===== src/rtl/shift_reg_univ_if.sv =====
// Signal bundle for shift_reg_univ: mode/data/burst controls in, contents and status out.
interface shift_reg_univ_if #(
    parameter int WIDTH = 8,
    parameter int CNT_W = 4
);
    logic             en;
    logic [2:0]       mode;
    logic [WIDTH-1:0] d;
    logic             sin_l;
    logic             sin_r;
    logic             start;
    logic [CNT_W-1:0] bcnt;
    logic             bdir;
    logic [WIDTH-1:0] q;
    logic             sout_l;
    logic             sout_r;
    logic             busy;
    logic             done;

    modport master (
        output en, mode, d, sin_l, sin_r, start, bcnt, bdir,
        input  q, sout_l, sout_r, busy, done
    );

    modport slave (
        input  en, mode, d, sin_l, sin_r, start, bcnt, bdir,
        output q, sout_l, sout_r, busy, done
    );
endinterface


===== src/rtl/shift_reg_univ.sv =====
// Universal WIDTH-bit register: load/shift/rotate/clear, plus an optional
// autonomous rotate-burst engine enabled by defining SHREG_BURST_EN.
module shift_reg_univ #(
    parameter int               WIDTH     = 8,
    parameter int               CNT_W     = 4,
    parameter logic [WIDTH-1:0] RESET_VAL = {WIDTH{1'b0}}
) (
    input logic             clk,
    input logic             rst,
    shift_reg_univ_if.slave bus
);
    logic [WIDTH-1:0] q_q, q_d;
    logic [WIDTH-1:0] mode_res;
    logic [WIDTH-1:0] rot_l, rot_r;

    assign rot_l = {q_q[WIDTH-2:0], q_q[WIDTH-1]};
    assign rot_r = {q_q[0], q_q[WIDTH-1:1]};

    always_comb begin
        mode_res = q_q;
        case (bus.mode)
            3'b000: mode_res = q_q;
            3'b001: mode_res = bus.d;
            3'b010: mode_res = {q_q[WIDTH-2:0], bus.sin_l};
            3'b011: mode_res = {bus.sin_r, q_q[WIDTH-1:1]};
            3'b100: mode_res = rot_l;
            3'b101: mode_res = rot_r;
            3'b110: mode_res = {q_q[WIDTH-1], q_q[WIDTH-1:1]};
            3'b111: mode_res = '0;
            default: mode_res = q_q;
        endcase
    end

`ifdef SHREG_BURST_EN
    typedef enum logic {IDLE, RUN} state_t;

    state_t           state_q, state_d;
    logic [CNT_W-1:0] cnt_q, cnt_d;
    logic             dir_q, dir_d;
    logic             done_q, done_d;

    always_comb begin
        state_d = state_q;
        cnt_d   = cnt_q;
        dir_d   = dir_q;
        done_d  = 1'b0;
        q_d     = q_q;
        case (state_q)
            IDLE: begin
                // An accepted start owns the edge: q holds and mode is ignored.
                if (bus.start) begin
                    if (bus.bcnt == '0) begin
                        done_d = 1'b1;
                    end else begin
                        cnt_d   = bus.bcnt;
                        dir_d   = bus.bdir;
                        state_d = RUN;
                    end
                end else if (bus.en) begin
                    q_d = mode_res;
                end
            end
            RUN: begin
                if (bus.en) begin
                    q_d   = dir_q ? rot_r : rot_l;
                    cnt_d = cnt_q - 1'b1;
                    if (cnt_q == CNT_W'(1)) begin
                        state_d = IDLE;
                        done_d  = 1'b1;
                    end
                end
            end
            default: state_d = IDLE;
        endcase
    end

    always_ff @(posedge clk) begin
        if (rst) begin
            q_q     <= RESET_VAL;
            state_q <= IDLE;
            cnt_q   <= '0;
            dir_q   <= 1'b0;
            done_q  <= 1'b0;
        end else begin
            q_q     <= q_d;
            state_q <= state_d;
            cnt_q   <= cnt_d;
            dir_q   <= dir_d;
            done_q  <= done_d;
        end
    end

    assign bus.busy = (state_q == RUN);
    assign bus.done = done_q;
`else
    logic unused_burst;
    assign unused_burst = ^{bus.start, bus.bcnt, bus.bdir};

    always_comb begin
        q_d = bus.en ? mode_res : q_q;
    end

    always_ff @(posedge clk) begin
        if (rst) q_q <= RESET_VAL;
        else     q_q <= q_d;
    end

    assign bus.busy = 1'b0;
    assign bus.done = 1'b0;
`endif

    assign bus.q      = q_q;
    assign bus.sout_l = q_q[WIDTH-1];
    assign bus.sout_r = q_q[0];
endmodule


===== src/flat_wrapper.sv =====
// flat-port wrapper written by rule: the top's interface ports become plain ports
module shift_reg_univ_flat 
#(
    parameter int               WIDTH     = 8,
    parameter int               CNT_W     = 4,
    parameter logic [WIDTH-1:0] RESET_VAL = {WIDTH{1'b0}}
)
  (clk, rst, bus_en, bus_mode, bus_d, bus_sin_l, bus_sin_r, bus_start, bus_bcnt, bus_bdir, bus_q, bus_sout_l, bus_sout_r, bus_busy, bus_done);
  shift_reg_univ_if #(.WIDTH(WIDTH), .CNT_W(CNT_W)) bus_i ();
  input logic clk;
  input logic rst;
  input wire logic [$bits(bus_i.en)-1:0] bus_en;
  input wire logic [$bits(bus_i.mode)-1:0] bus_mode;
  input wire logic [$bits(bus_i.d)-1:0] bus_d;
  input wire logic [$bits(bus_i.sin_l)-1:0] bus_sin_l;
  input wire logic [$bits(bus_i.sin_r)-1:0] bus_sin_r;
  input wire logic [$bits(bus_i.start)-1:0] bus_start;
  input wire logic [$bits(bus_i.bcnt)-1:0] bus_bcnt;
  input wire logic [$bits(bus_i.bdir)-1:0] bus_bdir;
  output wire logic [$bits(bus_i.q)-1:0] bus_q;
  output wire logic [$bits(bus_i.sout_l)-1:0] bus_sout_l;
  output wire logic [$bits(bus_i.sout_r)-1:0] bus_sout_r;
  output wire logic [$bits(bus_i.busy)-1:0] bus_busy;
  output wire logic [$bits(bus_i.done)-1:0] bus_done;
  assign bus_i.en = bus_en;
  assign bus_i.mode = bus_mode;
  assign bus_i.d = bus_d;
  assign bus_i.sin_l = bus_sin_l;
  assign bus_i.sin_r = bus_sin_r;
  assign bus_i.start = bus_start;
  assign bus_i.bcnt = bus_bcnt;
  assign bus_i.bdir = bus_bdir;
  assign bus_q = bus_i.q;
  assign bus_sout_l = bus_i.sout_l;
  assign bus_sout_r = bus_i.sout_r;
  assign bus_busy = bus_i.busy;
  assign bus_done = bus_i.done;
  shift_reg_univ #(.WIDTH(WIDTH), .CNT_W(CNT_W), .RESET_VAL(RESET_VAL)) u_core (.clk(clk), .rst(rst), .bus(bus_i));
endmodule

===== config.mk =====
export PLATFORM = sky130hd
export DESIGN_NAME = shift_reg_univ_flat
export DESIGN_NICKNAME = d
export VERILOG_FILES = /design/src/rtl/shift_reg_univ_if.sv /design/src/rtl/shift_reg_univ.sv /design/src/flat_wrapper.sv
export SDC_FILE = /design/constraint.sdc
export NUM_CORES = 1
export LEC_CHECK = 0
export BUFFER_PORTS_ARGS = -buffer_cell sky130_fd_sc_hd__buf_2
export CAP_MARGIN = 20
export CORE_AREA = 2 2 53 55
export DETAILED_ROUTE_END_ITERATION = 8
export DIE_AREA = 0 0 55 57
export PLACE_DENSITY = 0.55
export SLEW_MARGIN = 0
export SYNTH_ARGS = -nofsm -noshare
export SYNTH_HDL_FRONTEND = slang
export SYNTH_SLANG_ARGS = --single-unit
export TNS_END_PERCENT = 30

===== constraint.sdc =====
create_clock -name clk -period 1.9 [get_ports clk]
set_clock_uncertainty 0.2 [all_clocks]
set_input_delay 0.095 -clock clk [delete_from_list [all_inputs] [get_ports clk]]
set_output_delay 0.095 -clock clk [all_outputs]
set_load 0.01 [all_outputs]

==> metrics.yaml, run 1 <==
status: "finished clean"
cellPowerDensity_mw_per_mm2: 528
antenna_found_initial: 0
synth_ff_type: "dfxtp_1"
routedWlPerCell_um: 12.9
synth_area_um2: 627
path_class: "flip-flop to flip-flop"
worst_slack_ps: 288
insertion_delay_ps: 250
routed_wl_um: 1710
async_reset_ff_share_pct: 0
drt-vias-per-instance: 4.97
die_y_um: 57
yosysWarnings: 0
grt-ovfl-total: 0
crit_required_ps: 1890
worstPathArrival_ps: 1610
cts.sinks: 8
drive_above_1_share_pct: 37.6
io_pins: 34
grt_usage_pct: 12.0
placed_area_um2: 751
setup_tns_ps: 0
post-dp-hpwl_um: 1200
p_int_uw: 324
ctsResizeCount: 0
p_sw_share_pct: 28.9
cts_buffers: 3
htreeDepth: 1
avgSynthCellArea_um2: 9.08
critPathMaxFanout: 4
finalHoldViolations: 0
drt_iter0_markers: 6
final_common_cell: "buf_2"
final_nets: 125
diodes: 0
period_share_pct: 84.9
synth_seq_cells: 8
grt_pass1_wl_um: 2790
die_area_mm2: 0.00314
maxCapViolations: 0
max_freq_mhz: 620
initial_core_util_pct: 24.0
dp.cells: 120
slew_violations: 0
startpoint_type: "flip-flop"
final_area_um2: 863
gp_congestion: 0.720
p_clk_share_pct: 28.4
rows: 19
final_antenna_net_count: 0
rr_worst_depth: 5
cts_buffer_depth: 2
first_pass_iters: 4
largest_reg_flops: 8
combPwrFrac_pct: 30.1
hold_class: "input port to flip-flop"
syn_to_final_growth_pct: 37.7
cts_tree: "yes"
path_clk_slew_ps: 60
hold_ws_ps: 27.1
vias: 656
die_x_um: 55
ys_seq_area_share_pct: 25.5
crit_path_end_kind: "flip-flop"
ys_types: 27
mostFrequentLayoutCells: "buf_2, dlygate4sd3_1, dfxtp_1"
holdPathStages: 3
rsz0062_at_grt: "no"
root_buffer: "clkbuf_4"
finalSetupViolCount: 0
fillCellCount: 285
grt_max_degree: 17
dpl_worst_slack_ps: 299
synth_cells: 69
drc: 0
fp.coreArea_mm2: 0.00262
io_buffers: 25
p_switching_uw: 132
grt_pass1_vias: 639
seq_power_share_pct: 41.5
final_cells: 132
p_leak_uw: 0.000389
synth-edff-count: 0
peakVddDrop_mv: 0.249
fin_crit_ps: 1610
==> power by group through the flow <==
stage | sequential (µW) | clock (µW) | combinational [µW]
2_1_floorplan | 195 | 0 | 83.9
3_3_place_gp | 193 | 0 | 121
3_5_place_dp | 193 | 0 | 123
4_1_cts | 189 | 139 | 138
5_1_grt | 191 | 149 | 151
6_report | 189 | 130 | 137
==> critical path, cell delays in order (launching register included) <==
cell and delay, ps:
dfxtp_1 360, inv_1 80, a31oi_1 140, nand3_1 90, mux2i_1 120, dlygate4sd3_1 560
==> metal layers <==
layer  wire (µm)  up-vias  track usage [%]
met5           0        -                0
met3          63        4            0.785
met2         770       19             18.4
met1         846      305             17.0
li1            -      328                -
met4          25        0             5.23
==> cells by family after synthesis <==
family | Yosys count | synth area share [%]
muxes | 6 | 13.6
AOI/OAI and AO/OA | 21 | 28.5
DFF | 8 | 25.5
other | 1 | 0.598
xor gates and xnor gates | 1 | 1.40
and+or+nand+nor | 22 | 19.2
buffers and inverters | 10 | 11.2
==> path summary, 6_finish.rpt <==
path                                 from                           end  slack (ps)
max          u_core.bus.q[0]$_SDFFE_PP0P_  u_core.bus.q[7]$_SDFFE_PP0P_         290
min                             bus_sin_l  u_core.bus.q[0]$_SDFFE_PP0P_          30
max reg2reg  u_core.bus.q[0]$_SDFFE_PP0P_  u_core.bus.q[7]$_SDFFE_PP0P_         290
min reg2reg  u_core.bus.q[0]$_SDFFE_PP0P_  u_core.bus.q[0]$_SDFFE_PP0P_         330
==> stage by stage <==
step | power [µW] | utilization (%)
5_1_grt | 492 | 33.0
2_1_floorplan | 279 | -
6_report | 456 | 33.0
3_3_place_gp | 314 | 28.7
4_1_cts | 466 | 33.0
3_5_place_dp | 316 | 28.7
==> cell usage after synthesis (2+ instances only) <==
library cell / number / share of area (%)
dfxtp_1: 8 / 26
buf_2: 2 / 1.6
a32o_1: 7 / 11
mux2_4: 5 / 12
buf_4: 4 / 4.8
nand2_1: 2 / 1.2
a21oi_1: 2 / 1.6
nand2b_1: 2 / 2.0
nor2_1: 4 / 2.4
buf_6: 2 / 3.6
a221o_1: 7 / 11
nor2b_1: 2 / 2.0
or3_1: 7 / 7.0
o21ai_1: 2 / 1.6
==> what timing repair did <==
item                                   4_1_cts  5_1_grt
endpoints found under the hold margin        8        0
setup buffers                                0        0
hold buffers                                 9        0
==> area by class of cell <==
class	instances	area, µm²	share of cell area, %
timing repair buffer	37	238	27.5
sequential	8	160	18.6
clock buffer	3	22.5	2.61
tap	31	38.8	4.49
inverter	1	3.75	0.435
multi-input combinational	52	400	46.4
Note: power is estimated with default switching activity, not from simulation.
==> inputs of run 2 (changes only) <==
- clock period: 1.9 -> 1.6 ns (I/O delays scaled with it)
==> metrics.yaml, run 2 (same netlist as run 1, synthesis figures left out) <==
routedWlPerCell_um: 12.6
crit_required_ps: 1540
use_met3_pct: 1.57
finalHoldViolations: 1
die_x_um: 55
drt_iter0_markers: 12
cts_tree: "yes"
die_y_um: 57
final_antenna_net_count: 0
cts.sinks: 8
rr_worst_depth: 3
final_common_cell: "buf_2"
path_class: "flip-flop to flip-flop"
diodes: 0
p_leak_uw: 0.000402
final_nets: 128
cts_buffer_depth: 2
maxCapViolations: 0
mostFrequentLayoutCells: "buf_2, dlygate4sd3_1, dfxtp_1"
worstHoldEndpoint: "u_core.bus.q[3]$_SDFFE_PP0P_"
use_met2_pct: 17.9
drc: 0
first_pass_iters: 4
cellPowerDensity_mw_per_mm2: 622
dp.cells: 123
placed_area_um2: 773
top_usage_layer: "met2"
syn_to_final_growth_pct: 41.7
grt_usage_pct: 11.2
final_area_um2: 888
antenna_found_initial: 0
met1_usage_pct: 15.3
status: "complete, but fails checks"
root_buffer: "clkbuf_4"
final_cells: 135
slew_violations: 0
die_area_mm2: 0.00314
cts_buffers: 3
fp.coreArea_mm2: 0.00262
drt-vias-per-instance: 4.96
hold_class: "input port to flip-flop"
rrSetupSlack_ps: 120
fin_crit_ps: 1480
finalSetupViolCount: 0
critPathMaxFanout: 5
peakVddDrop_mv: 0.314
grt_max_degree: 12
rows: 19
worstPathArrival_ps: 1430
post-dp-hpwl_um: 1270
violations: "hold timing"
holdPathStages: 3
io_pins: 34
crit_path_end_kind: "flip-flop"
timing.rr.end: "u_core.bus.q[3]$_SDFFE_PP0P_"
rsz0062_at_grt: "no"
insertion_delay_ps: 250
path_clk_slew_ps: 60
io_buffers: 25
vias: 669
htreeDepth: 1
startpoint_type: "flip-flop"
gp_congestion: 0.746
hold_ws_ps: -4.91
routed_wl_um: 1710
hold_path.startpoint: "bus_d[3]"
largest_reg_flops: 8
period_share_pct: 92.5
drive_above_1_share_pct: 40.4
grt-ovfl-total: 0
initial_core_util_pct: 24.0
max_freq_mhz: 675
final_core_util_pct: 34.0
grt_pass1_vias: 648
regToRegStartpoint: "u_core.bus.q[2]$_SDFFE_PP0P_"
grt_pass1_wl_um: 2700
run 2: area by class of cell:
type,instances,area [µm²]
well taps,31,38.8
fillers,278,1730
flip-flops and latches,8,160
clock buffers,3,22.5
repair buffers,40,260
multi-input cells,52,403
inverters,1,3.75
run 2: critical path: stages (launching register included):
cell,delay [ps]
dfxtp_1,340
mux2_4,270
a221o_1,300
a32o_1,250
run 2: through the flow:
stage / power [µW] / setup WS, ps / setup TNS, ps
floorplan: 331 / 156 / 0
global placement: 378 / -9.57 / -46.6
detailed placement: 379 / -0.0665 / -0.0665
CTS: 556 / 77.1 / 0
global route: 583 / 75.5 / 0
finish: 553 / 119 / 0
run 2: per-layer routing:
layer,part of all wire [%],routed length (µm)
met5,0,0
met4,0,0
met3,3.9,67
met2,47,797
met1,49,841
run 2: timing repair:
action / in CTS / in global routing
setup buffers: 0 / 0
hold buffers: 9 / 0
endpoints found under the hold margin: 7 / 0
setup endpoints to repair: 0 / 7
resized for setup: 0 / 1
run 2: where the power goes:
group          internal (µW)  switching, µW
Combinational           93.3           75.7
Sequential               211           14.2
Clock                   86.1           72.8
run 2: worst max path at each step:
stage                                            start                            to  depth (start not counted)
after floorplan           u_core.bus.q[7]$_SDFFE_PP0P_  u_core.bus.q[6]$_SDFFE_PP0P_                          3
after global placement                     bus_mode[1]  u_core.bus.q[6]$_SDFFE_PP0P_                          5
after detailed placement                   bus_mode[1]  u_core.bus.q[3]$_SDFFE_PP0P_                          5
after CTS                                       bus_en  u_core.bus.q[3]$_SDFFE_PP0P_                          5
after global routing      u_core.bus.q[3]$_SDFFE_PP0P_  u_core.bus.q[4]$_SDFFE_PP0P_                          3
final                     u_core.bus.q[2]$_SDFFE_PP0P_  u_core.bus.q[3]$_SDFFE_PP0P_                          3
==> inputs of run 3 (changes only) <==
- GPL_ROUTABILITY_DRIVEN: unset -> 0
- PLACE_DENSITY: 0.55 -> 0.57
- clock period: 1.6 -> 1.3 ns (I/O delays scaled with it)
==> metrics.yaml, run 3 (same netlist as run 1, synthesis figures left out) <==
syn_to_final_growth_pct: 50.5
worst_slew_pin_slew_ps: 539
die_y_um: 57
status: "complete, but fails checks"
diodes: 0
htreeDepth: 1
largest_reg_flops: 8
final_antenna_net_count: 0
io_pins: 34
drt-vias-per-instance: 4.78
cts_buffer_depth: 2
cellPowerDensity_mw_per_mm2: 751
grt_pass1_wl_um: 3020
grt-ovfl-total: 0
worst_slack_ps: -165
insertion_delay_ps: 260
rsz0062_at_grt: "yes"
hold_ws_ps: -61.5
period_share_pct: 113
initial_core_util_pct: 24.0
cts_setup_buffers: 0
antenna_found_initial: 0
violations: "hold timing, setup timing"
critPathMaxFanout: 5
rows: 19
crit_path_end_kind: "flip-flop"
path_clk_slew_ps: 60
peakVddDrop_mv: 0.461
io_buffers: 25
vias: 683
cts_tree: "yes"
grt_usage_pct: 13.2
die_x_um: 55
routed_wl_um: 1840
maxSlewHeadroom_pct: 64.0
drt_iter0_markers: 16
fillCellCount: 289
first_pass_iters: 4
die_area_mm2: 0.00314
setup_tns_ps: -852
path_class: "flip-flop to flip-flop"
final_nets: 136
grt_max_degree: 10
post-dp-hpwl_um: 1390
totalPowerFinal_uw: 709
routedWlPerCell_um: 12.9
final_common_cell: "buf_2"
grt_pass1_vias: 669
mostFrequentLayoutCells: "buf_2, buf_4"
fp.coreArea_mm2: 0.00262
finalSetupViolCount: 7
hold_class: "input port to flip-flop"
max_freq_mhz: 683
maxCapViolations: 0
cts_buffers: 3
crit_required_ps: 1250
drive_above_1_share_pct: 55.4
cts.sinks: 8
finalHoldViolations: 6
p_leak_uw: 0.000450
fin_crit_ps: 1470
worstPathArrival_ps: 1420
startpoint_type: "flip-flop"
root_buffer: "clkbuf_4"
slew_violations: 0
drc: 0
[run 3: cell types whose count changed in the layout (fill, tap and decap cells not counted), sizes merged]
| cell | change |
|---|---|
| buf | +14 |
| dlygate4sd3 | -6 |
[run 3: layout make-up]
| type | count | area (µm²) | area share [%] |
|---|---|---|---|
| Clock buffer | 3 | 22.5 | 2.39 |
| Inverter | 1 | 3.75 | 0.398 |
| Timing Repair Buffer | 48 | 309 | 32.8 |
| Tap cell | 31 | 38.8 | 4.11 |
| Sequential cell | 8 | 169 | 17.9 |
| Multi-Input combinational cell | 52 | 400 | 42.4 |
[run 3: worst max-delay path, cell delays in order (launching register included)]
cell     delay (ps)
dfxtp_2         340
mux2_4          260
a221o_1         310
a32o_1          240
[run 3: repair_timing]
action                                 CTS  global route
resized for setup                        1             0
hold buffers                             2             1
cloned                                   0             0
endpoints found under the hold margin    8             6
setup endpoints to repair                7             7
[run 3: layer usage]
layer | track usage [%] | wire [µm]
met1 | 17.1 | 795
met2 | 20.7 | 844
met5 | 0 | 0
met3 | 3.14 | 174
met4 | 5.23 | 27
[run 3: final timing paths]
check / startpoint / endpoint / slack (ps) / cells past startpoint
min: bus_d[0] / u_core.bus.q[0]$_SDFFE_PP0P_ / -60 / 3
max: u_core.bus.q[3]$_SDFFE_PP0P_ / u_core.bus.q[2]$_SDFFE_PP0P_ / -170 / 3
max reg2reg: u_core.bus.q[3]$_SDFFE_PP0P_ / u_core.bus.q[2]$_SDFFE_PP0P_ / -170 / 3
min reg2reg: u_core.bus.q[3]$_SDFFE_PP0P_ / u_core.bus.q[3]$_SDFFE_PP0P_ / 320 / 1
[run 3: power by group]
part	internal, µW	total, µW	leakage, µW	switching, µW
clock	106	202	0.0000138	95.2
sequential	262	273	0.0000684	11.0
combinational	131	234	0.000367	103
total	499	709	0.000450	209
[run 3: metrics by stage]
stage	instances	util, %	area, µm²	setup WS, ps
6_report	143	36.1	943	-165
5_1_grt	143	36.1	943	-190
4_1_cts	142	35.7	933	-168
3_5_place_dp	137	33.9	887	-253
3_3_place_gp	137	33.9	887	-208
2_1_floorplan	70	-	639	-119
